## src/rtl/div_ctrl.sv

```systemverilog
`default_nettype none
// ----------------------------------------------------------------------------
// div_ctrl : RV64M DIV/REM sequencer in front of the iterative 64-bit divider
// Revision : 1.0
// ----------------------------------------------------------------------------
module div_ctrl #(
  parameter int XLEN  = 64,
  parameter int TAG_W = 5
) (
  input  logic             clock,
  input  logic             reset,
  input  logic             req_valid,
  output logic             req_ready,
  input  logic [1:0]       req_op,
  input  logic             req_w,
  input  logic [XLEN-1:0]  req_src1,
  input  logic [XLEN-1:0]  req_src2,
  input  logic [TAG_W-1:0] req_tag,
  input  logic             flush,
  output logic             resp_valid,
  input  logic             resp_ready,
  output logic [XLEN-1:0]  resp_data,
  output logic [TAG_W-1:0] resp_tag,
  output logic             dv_id_valid,
  output logic             dv_div_ena,
  output logic             dv_signed,
  output logic             dv_w,
  output logic [XLEN-1:0]  dv_dividend,
  output logic [XLEN-1:0]  dv_divisor,
  output logic             dv_ex_ready,
  input  logic             dv_valid,
  input  logic [XLEN-1:0]  dv_quotient,
  input  logic [XLEN-1:0]  dv_remainder
);

  typedef enum logic [2:0] {
    S_IDLE, S_SPECIAL, S_CACHE, S_ISSUE, S_WAIT, S_RESP, S_DRAIN
  } state_t;

  localparam logic [XLEN-1:0] C_INT_MIN = {1'b1, {(XLEN-1){1'b0}}};

  state_t             r_state, w_state_nxt, w_launch;
  logic [1:0]         r_op;
  logic               r_w;
  logic [XLEN-1:0]    r_src1, r_src2, r_res;
  logic [TAG_W-1:0]   r_tag;
  logic               r_cache_valid, r_ck_signed, r_ck_w;
  logic [XLEN-1:0]    r_ck_src1, r_ck_src2, r_ck_q, r_ck_r;

  logic               w_accept, w_req_special, w_req_hit, w_busy, w_dz;
  logic [XLEN-1:0]    w_dend, w_spec_res, w_dv_q, w_dv_res, w_cache_res;

  function automatic logic [XLEN-1:0] sext32(input logic [XLEN-1:0] x);
    return {{(XLEN-32){x[31]}}, x[31:0]};
  endfunction

  function automatic logic div_zero(input logic [XLEN-1:0] b, input logic w);
    return w ? (b[31:0] == 32'd0) : (b == '0);
  endfunction

  function automatic logic sgn_ovf(input logic [XLEN-1:0] a, input logic [XLEN-1:0] b,
                                   input logic sgn, input logic w);
    return sgn & (w ? ((a[31:0] == 32'h8000_0000) && (b[31:0] == 32'hFFFF_FFFF))
                    : ((a == C_INT_MIN) && (b == '1)));
  endfunction

  assign w_accept      = req_valid & req_ready;
  assign w_req_special = div_zero(req_src2, req_w) | sgn_ovf(req_src1, req_src2, ~req_op[0], req_w);
  // A flush on the accept cycle invalidates the cache, so it must not hit either.
  assign w_req_hit     = r_cache_valid & ~flush & (req_src1 == r_ck_src1) & (req_src2 == r_ck_src2)
                       & (~req_op[0] == r_ck_signed) & (req_w == r_ck_w);
  assign w_launch      = w_req_special ? S_SPECIAL : (w_req_hit ? S_CACHE : S_ISSUE);
  assign w_busy        = (r_state == S_ISSUE) | (r_state == S_WAIT) | (r_state == S_DRAIN);

  assign w_dz          = div_zero(r_src2, r_w);
  assign w_dend        = r_w ? sext32(r_src1) : r_src1;
  assign w_spec_res    = r_op[1] ? (w_dz ? w_dend : '0) : (w_dz ? '1 : w_dend);
  assign w_dv_q        = r_w ? sext32(dv_quotient) : dv_quotient;
  assign w_dv_res      = r_op[1] ? dv_remainder : w_dv_q;
  assign w_cache_res   = r_op[1] ? r_ck_r : r_ck_q;

  always_comb begin
    w_state_nxt = r_state;
    case (r_state)
      S_IDLE:    if (w_accept) w_state_nxt = w_launch;
      S_SPECIAL,
      S_CACHE:   w_state_nxt = flush ? S_IDLE : S_RESP;
      S_ISSUE:   if (flush) w_state_nxt = dv_valid ? S_IDLE : S_DRAIN;
                 else if (!dv_valid) w_state_nxt = S_WAIT;
      S_WAIT:    if (flush) w_state_nxt = dv_valid ? S_IDLE : S_DRAIN;
                 else if (dv_valid) w_state_nxt = S_RESP;
      S_RESP:    if (flush) w_state_nxt = S_IDLE;
                 else if (resp_ready) w_state_nxt = w_accept ? w_launch : S_IDLE;
      S_DRAIN:   if (dv_valid) w_state_nxt = S_IDLE;
      default:   w_state_nxt = S_IDLE;
    endcase
  end

  always_ff @(posedge clock) begin
    if (!reset) begin
      r_state       <= S_IDLE;
      r_op          <= '0;
      r_w           <= 1'b0;
      r_src1        <= '0;
      r_src2        <= '0;
      r_tag         <= '0;
      r_res         <= '0;
      r_cache_valid <= 1'b0;
      r_ck_signed   <= 1'b0;
      r_ck_w        <= 1'b0;
      r_ck_src1     <= '0;
      r_ck_src2     <= '0;
      r_ck_q        <= '0;
      r_ck_r        <= '0;
    end else begin
      r_state <= w_state_nxt;
      if (w_accept) begin
        r_op   <= req_op;
        r_w    <= req_w;
        r_src1 <= req_src1;
        r_src2 <= req_src2;
        r_tag  <= req_tag;
      end
      case (r_state)
        S_SPECIAL: r_res <= w_spec_res;
        S_CACHE:   r_res <= w_cache_res;
        S_WAIT:    if (dv_valid) r_res <= w_dv_res;
        default:   ;
      endcase
      if (flush) begin
        r_cache_valid <= 1'b0;
      end else if ((r_state == S_WAIT) && dv_valid) begin
        r_cache_valid <= 1'b1;
        r_ck_src1     <= r_src1;
        r_ck_src2     <= r_src2;
        r_ck_signed   <= ~r_op[0];
        r_ck_w        <= r_w;
        r_ck_q        <= w_dv_q;
        r_ck_r        <= dv_remainder;
      end
    end
  end

  assign req_ready   = (r_state == S_IDLE) | ((r_state == S_RESP) & resp_ready & ~flush);
  assign resp_valid  = (r_state == S_RESP);
  assign resp_data   = r_res;
  assign resp_tag    = r_tag;
  assign dv_id_valid = (r_state == S_ISSUE) & ~dv_valid;
  assign dv_div_ena  = dv_id_valid;
  assign dv_signed   = w_busy & ~r_op[0];
  assign dv_w        = w_busy & r_w;
  assign dv_dividend = w_busy ? r_src1 : '0;
  assign dv_divisor  = w_busy ? r_src2 : '0;
  assign dv_ex_ready = ((r_state == S_WAIT) | (r_state == S_DRAIN)) & dv_valid;

endmodule
`default_nettype wire

```

## config.mk

```make
export PLATFORM = sky130hd
export DESIGN_NAME = div_ctrl
export DESIGN_NICKNAME = d
export VERILOG_FILES = /design/src/rtl/div_ctrl.sv
export SDC_FILE = /design/constraint.sdc
export NUM_CORES = 1
export LEC_CHECK = 0
export ABC_AREA = 1
export CORE_UTILIZATION = 47
export CTS_CLUSTER_DIAMETER = 200
export CTS_CLUSTER_SIZE = 14
export DETAILED_ROUTE_END_ITERATION = 8
export PLACE_DENSITY_LB_ADDON = 0.15
export SLEW_MARGIN = 20
export SYNTH_ARGS = -nofsm -noshare
export SYNTH_HDL_FRONTEND = slang
export SYNTH_SLANG_ARGS = --single-unit
export TNS_END_PERCENT = 30
```

## constraint.sdc

```tcl
create_clock -name clock -period 1.89 [get_ports clock]
set_clock_uncertainty 0.15 [all_clocks]
set_input_delay 0.2835 -clock clock [delete_from_list [all_inputs] [get_ports clock]]
set_output_delay 0.2835 -clock clock [all_outputs]
set_load 0.05 [all_outputs]
```

==> tab_implementation.tex <==
\begin{tabular}{lr}
\hline
Metric & Value \\
\hline
\multicolumn{2}{l}{\textbf{Outcome}} \\
\quad Result of the run & finished with violations \\
\quad Failing checks & setup timing \\
\multicolumn{2}{l}{\textbf{Setup path}} \\
\quad Largest fanout on the critical path & 7 \\
\quad Reg2Reg Launch Point & r\_src2[15] \\
\quad Worst Reg-to-Reg Cells & 11 \\
\quad Type of destination of the critical path & output port \\
\quad Setup Crit Path Kind & flip-flop to output port \\
\quad Required time at the endpoint of the critical path & 1.46 ns \\
\quad End of the worst register-to-register path & resp\_data[30] \\
\quad CP startpoint kind & flip-flop \\
\quad Worst setup path startpoint & r\_state[0] \\
\quad Worst endpoint data arrival time & 2.12 ns \\
\quad Endpoint of the most critical setup path & dv\_dividend[45] \\
\quad Register-to-Register Setup Slack & -0.38 ns \\
\multicolumn{2}{l}{\textbf{Clock network}} \\
\quad Deepest level of the CTS H-tree & 2 \\
\quad Clock root buffer & sky130\_fd\_sc\_hd\_\_clkbuf\_16 \\
\quad Worst-path clk slew & 0.07 ns \\
\quad Number of clock sinks seen by CTS & roughly 460 \\
\quad Buffers from clock root to sink, at most & 3 \\
\quad Clk Latency, worst-skew pair & slightly below 0.6 ns \\
\quad Inserted Clock Buffers & 38 \\
\quad TritonCTS clock tree & done \\
\multicolumn{2}{l}{\textbf{Placed design}} \\
\quad Post-detailed-placement cell area & $\sim$32000 µm² \\
\quad Number of buffer cells added on primary ports & $\sim$470 \\
\quad Estimated wirelength of the detail-placed design & between 60000 and 70000 µm \\
\quad Final weighted congestion in routability-driven placement & 0.953 \\
\multicolumn{2}{l}{\textbf{Timing}} \\
\quad Aggregate negative setup slack & -153.10 ns \\
\quad Number of hold violations in the final report & 0 \\
\quad Max-slew violation count & 0 \\
\quad Highest clock rate & about 390 MHz \\
\quad Max-Slew Margin vs Limit & 0.732 \\
\quad Shortest clock period the worst path allows after layout & around 2.6 ns \\
\quad Portion of the clock cycle consumed by the worst path in the final layout & 1.35 \\
\quad Final Worst Setup Slack & -0.664 ns \\
\quad Unrepaired setup endpoints after global routing & true \\
\quad Slew at the pin closest to its max-slew limit & between 0.3 and 0.4 ns \\
\quad Endpoints failing setup & roughly 570 \\
\multicolumn{2}{l}{\textbf{Pwr}} \\
\quad Power per standard cell area & about 1300 nW/µm² \\
\quad LEAKAGE & between 10 and 15 nW \\
\quad Worst voltage drop across the vdd grid & 0.892 mV \\
\multicolumn{2}{l}{\textbf{Global routing}} \\
\quad Via count of the first global-routing pass & approximately 23000 \\
\quad Initial antenna violation count & 15 \\
\quad Overall fraction of global-route tracks in use & 0.333 \\
\quad Overflow after GRT & 0 \\
\quad Pin count of the biggest net entering global routing & 92 \\
\quad First-pass GRT wire length & around 130000 µm \\
\multicolumn{2}{l}{\textbf{Detailed routing}} \\
\quad Met2 wire len & approximately 40000 µm \\
\quad Detail Route met3 WL & 7850 µm \\
\quad Top Metal Used & met5 \\
\quad Number of remaining DRC errors & 0 \\
\quad Detail-routed net length per standard cell & between 15 and 20 µm \\
\quad Detailed-route wire length on metal 1 & 36500 µm \\
\quad Drt pass-1 iters & 6 \\
\quad Number of vias in the routed layout & roughly 26000 \\
\quad DRC marker count from the first detailed-route iteration & approximately 2400 \\
\quad Routed vias/inst & approximately 5.4 \\
\quad Post-Route WL & between 80000 and 90000 µm \\
\quad Number of nets still failing antenna checks after routing & 0 \\
\multicolumn{2}{l}{\textbf{Yosys}} \\
\quad Summed instance area of the synthesized netlist & between 20000 and 25000 µm² \\
\quad Primary flip-flop cell chosen by synthesis mapping & sky130\_fd\_sc\_hd\_\_dfxtp\_1 \\
\quad Post-Syn Instances & between 3000 and 4000 \\
\quad Sequential area share after synthesis & 0.409 \\
\quad Synth async-reset ratio & 0 \\
\quad Commonest cells post-synth & 822 x sky130\_fd\_sc\_hd\_\_nand2\_1, 498 x sky130\_fd\_sc\_hd\_\_a21oi\_1, 489 x sky130\_fd\_sc\_hd\_\_o21ai\_0 \\
\quad Top cells by area in the synthesized netlist & sky130\_fd\_sc\_hd\_\_dfxtp\_1 41\%, sky130\_fd\_sc\_hd\_\_nand2\_1 14\%, sky130\_fd\_sc\_hd\_\_a21oi\_1 11\% \\
\quad Mean Syn Cell Area & about 6.6 µm² \\
\quad Number of enable flip-flop cells after synthesis & 0 \\
\quad Cell accounting for the most synthesized area & sky130\_fd\_sc\_hd\_\_dfxtp\_1 \\
\quad Most instantiated library cell after synthesis & sky130\_fd\_sc\_hd\_\_nand2\_1 \\
\quad Ys Warns & 0 \\
\quad Count of unique library cells instantiated by Yosys & 35 \\
\quad Post-synth top area share & 0.409 \\
\quad Flop and latch count out of synthesis & 462 \\
\quad Nets in the synthesized netlist & 3697 \\
\multicolumn{2}{l}{\textbf{Cells and area}} \\
\quad Finished layout cell area & 34300 µm² \\
\quad Fill cell count & about 3700 \\
\quad Area Growth Syn to Fin & 51.9\% \\
\quad Layout net count & approximately 4400 \\
\quad Fraction of final layout cells with drive strength greater than 1 & 0.224 \\
\multicolumn{2}{l}{\textbf{Floorplanning}} \\
\quad Die height & 221 µm \\
\quad Initial cell density of the core & 0.481 \\
\quad Site Rows & 79 \\
\quad Die extent in x & between 200 and 250 µm \\
\quad Ports & 474 \\
\quad Core area & about 47000 µm² \\
\quad Die Area & roughly 49000 µm² \\
\multicolumn{2}{l}{\textbf{Min path}} \\
\quad Number of cells traversed by the worst hold path & 3 \\
\quad Worst hold path class & input port to flip-flop \\
\multicolumn{2}{l}{\textbf{Flow run}} \\
\quad Count of maximum capacitance violations & 0 \\
\hline
\end{tabular}
[worst min path at each step]
stage | start | endpoint | slack, ns
after floorplan | flush | r_cache_valid | 0.21
after global placement | r_ck_q[0] | r_ck_q[0] | 0.28
after detailed placement | r_ck_q[40] | r_ck_q[40] | 0.29
after CTS | dv_remainder[56] | r_ck_r[56] | 0.12
after global routing | dv_remainder[15] | r_ck_r[15] | 0.16
final | dv_remainder[56] | r_ck_r[56] | 0.14
[worst max-delay path: stages (launching register included)]
cell and delay [ns]:
sky130_fd_sc_hd__dfxtp_4 0.38, sky130_fd_sc_hd__nor2_2 0.10, sky130_fd_sc_hd__inv_2 0.07, sky130_fd_sc_hd__nor2_4 0.11, sky130_fd_sc_hd__nor2_4 0.06, sky130_fd_sc_hd__o21ai_4 0.07
sky130_fd_sc_hd__buf_8 0.16, sky130_fd_sc_hd__buf_12 0.17, sky130_fd_sc_hd__buf_8 0.14, sky130_fd_sc_hd__nand2_1 0.06, sky130_fd_sc_hd__inv_2 0.07, sky130_fd_sc_hd__buf_12 0.13
[cell usage in the layout, fill, tap and decap left out, types with 7 or more instances in the layout]
cell                              instances
sky130_fd_sc_hd__o21ai_4                 13
sky130_fd_sc_hd__nor3_1                   9
sky130_fd_sc_hd__inv_2                   90
sky130_fd_sc_hd__a21oi_1                465
sky130_fd_sc_hd__dfxtp_2                  9
sky130_fd_sc_hd__nand2_4                 11
sky130_fd_sc_hd__clkdlybuf4s50_1        268
sky130_fd_sc_hd__nand3_1                 66
sky130_fd_sc_hd__o21ai_2                 33
sky130_fd_sc_hd__buf_4                  383
sky130_fd_sc_hd__nor4_1                  12
sky130_fd_sc_hd__buf_12                 191
sky130_fd_sc_hd__a21oi_2                 33
sky130_fd_sc_hd__a221oi_1                10
sky130_fd_sc_hd__a211oi_1                33
sky130_fd_sc_hd__nand2_2                 16
sky130_fd_sc_hd__o21ai_1                 69
sky130_fd_sc_hd__nor2_2                   9
sky130_fd_sc_hd__clkbuf_16               56
sky130_fd_sc_hd__nor2_1                 193
sky130_fd_sc_hd__nand2_1                795
sky130_fd_sc_hd__diode_2                  8
sky130_fd_sc_hd__xnor2_1                 20
sky130_fd_sc_hd__xor2_1                  13
sky130_fd_sc_hd__buf_6                   18
sky130_fd_sc_hd__dfxtp_1                450
sky130_fd_sc_hd__nand4_1                 35
sky130_fd_sc_hd__a211oi_2                12
sky130_fd_sc_hd__nor2_4                  10
sky130_fd_sc_hd__inv_1                  323
sky130_fd_sc_hd__buf_8                    7
sky130_fd_sc_hd__o21ai_0                428
[state kept, by name, summed over array words and instances (netlist names), 5 cells and up]
signal     cells
r_ck_q        64
r_ck_r        64
r_ck_src1     64
r_ck_src2     64
r_src1        64
r_src2        64
resp_data     64
resp_tag       5
[final cells by class]
class | instances | area, µm² | area share
sequential | 462 | 9270 | 0.270
multi-input combinational | 2311 | 11500 | 0.335
inverter | 421 | 1600 | 0.0466
antenna | 8 | 20.0 | 0.000583
clock buffer | 42 | 1030 | 0.0300
tap | 607 | 759 | 0.0221
timing repair buffer | 887 | 10200 | 0.296
[per-stage QoR]
step / power (mW) / setup slack [ns] / instances / util / hold slack [ns]
after floorplan: 24.2 / -0.228 / 3427 / - / 0.206
after global placement: 34.1 / -0.737 / 4639 / 0.675 / 0.282
after detailed placement: 34.3 / -0.767 / 4639 / 0.675 / 0.286
after CTS: 42.8 / -0.675 / 4694 / 0.706 / 0.125
after global routing: 47.8 / -0.731 / 4736 / 0.731 / 0.159
final: 45.8 / -0.664 / 4738 / 0.731 / 0.141
[power breakdown]
part | internal [mW] | total, mW | leakage (nW) | switching, mW
logic | 10.7 | 25.0 | 10.5 | 14.3
registers | 11.7 | 13.3 | 3.78 | 1.64
clock network | 3.82 | 7.46 | 0.506 | 3.64
total | 26.2 | 45.8 | 14.7 | 19.6
[per-layer routing]
metal,up-vias,track usage
met5,-,0
met4,10,0.132
met3,173,0.0737
met2,1107,0.528
met1,11700,0.439
li1,12500,-
[repair_timing]
| item | 4_1_cts | 5_1_grt |
|---|---|---|
| hold endpoints to repair | 23 | 0 |
| buffers inserted | 8 | 19 |
| hold buffers | 1 | 0 |
| endpoints found under the setup margin | 472 | 595 |
| cloned | 4 | 19 |
| pin swaps | 10 | 62 |
| resized for setup | 153 | 190 |
[logic make-up (layout without fill, tap and decap cells)]
group / Yosys count / after routing / synth area share
xor+xnor: 33 / 33 / 0.0128
simple gates: 1169 / 1169 / 0.206
other cells: 0 / 8 / 0
compound gates: 1109 / 1109 / 0.254
flops: 462 / 462 / 0.409
buf+inv: 654 / 1350 / 0.118
Power figures use the tool's default switching activity.
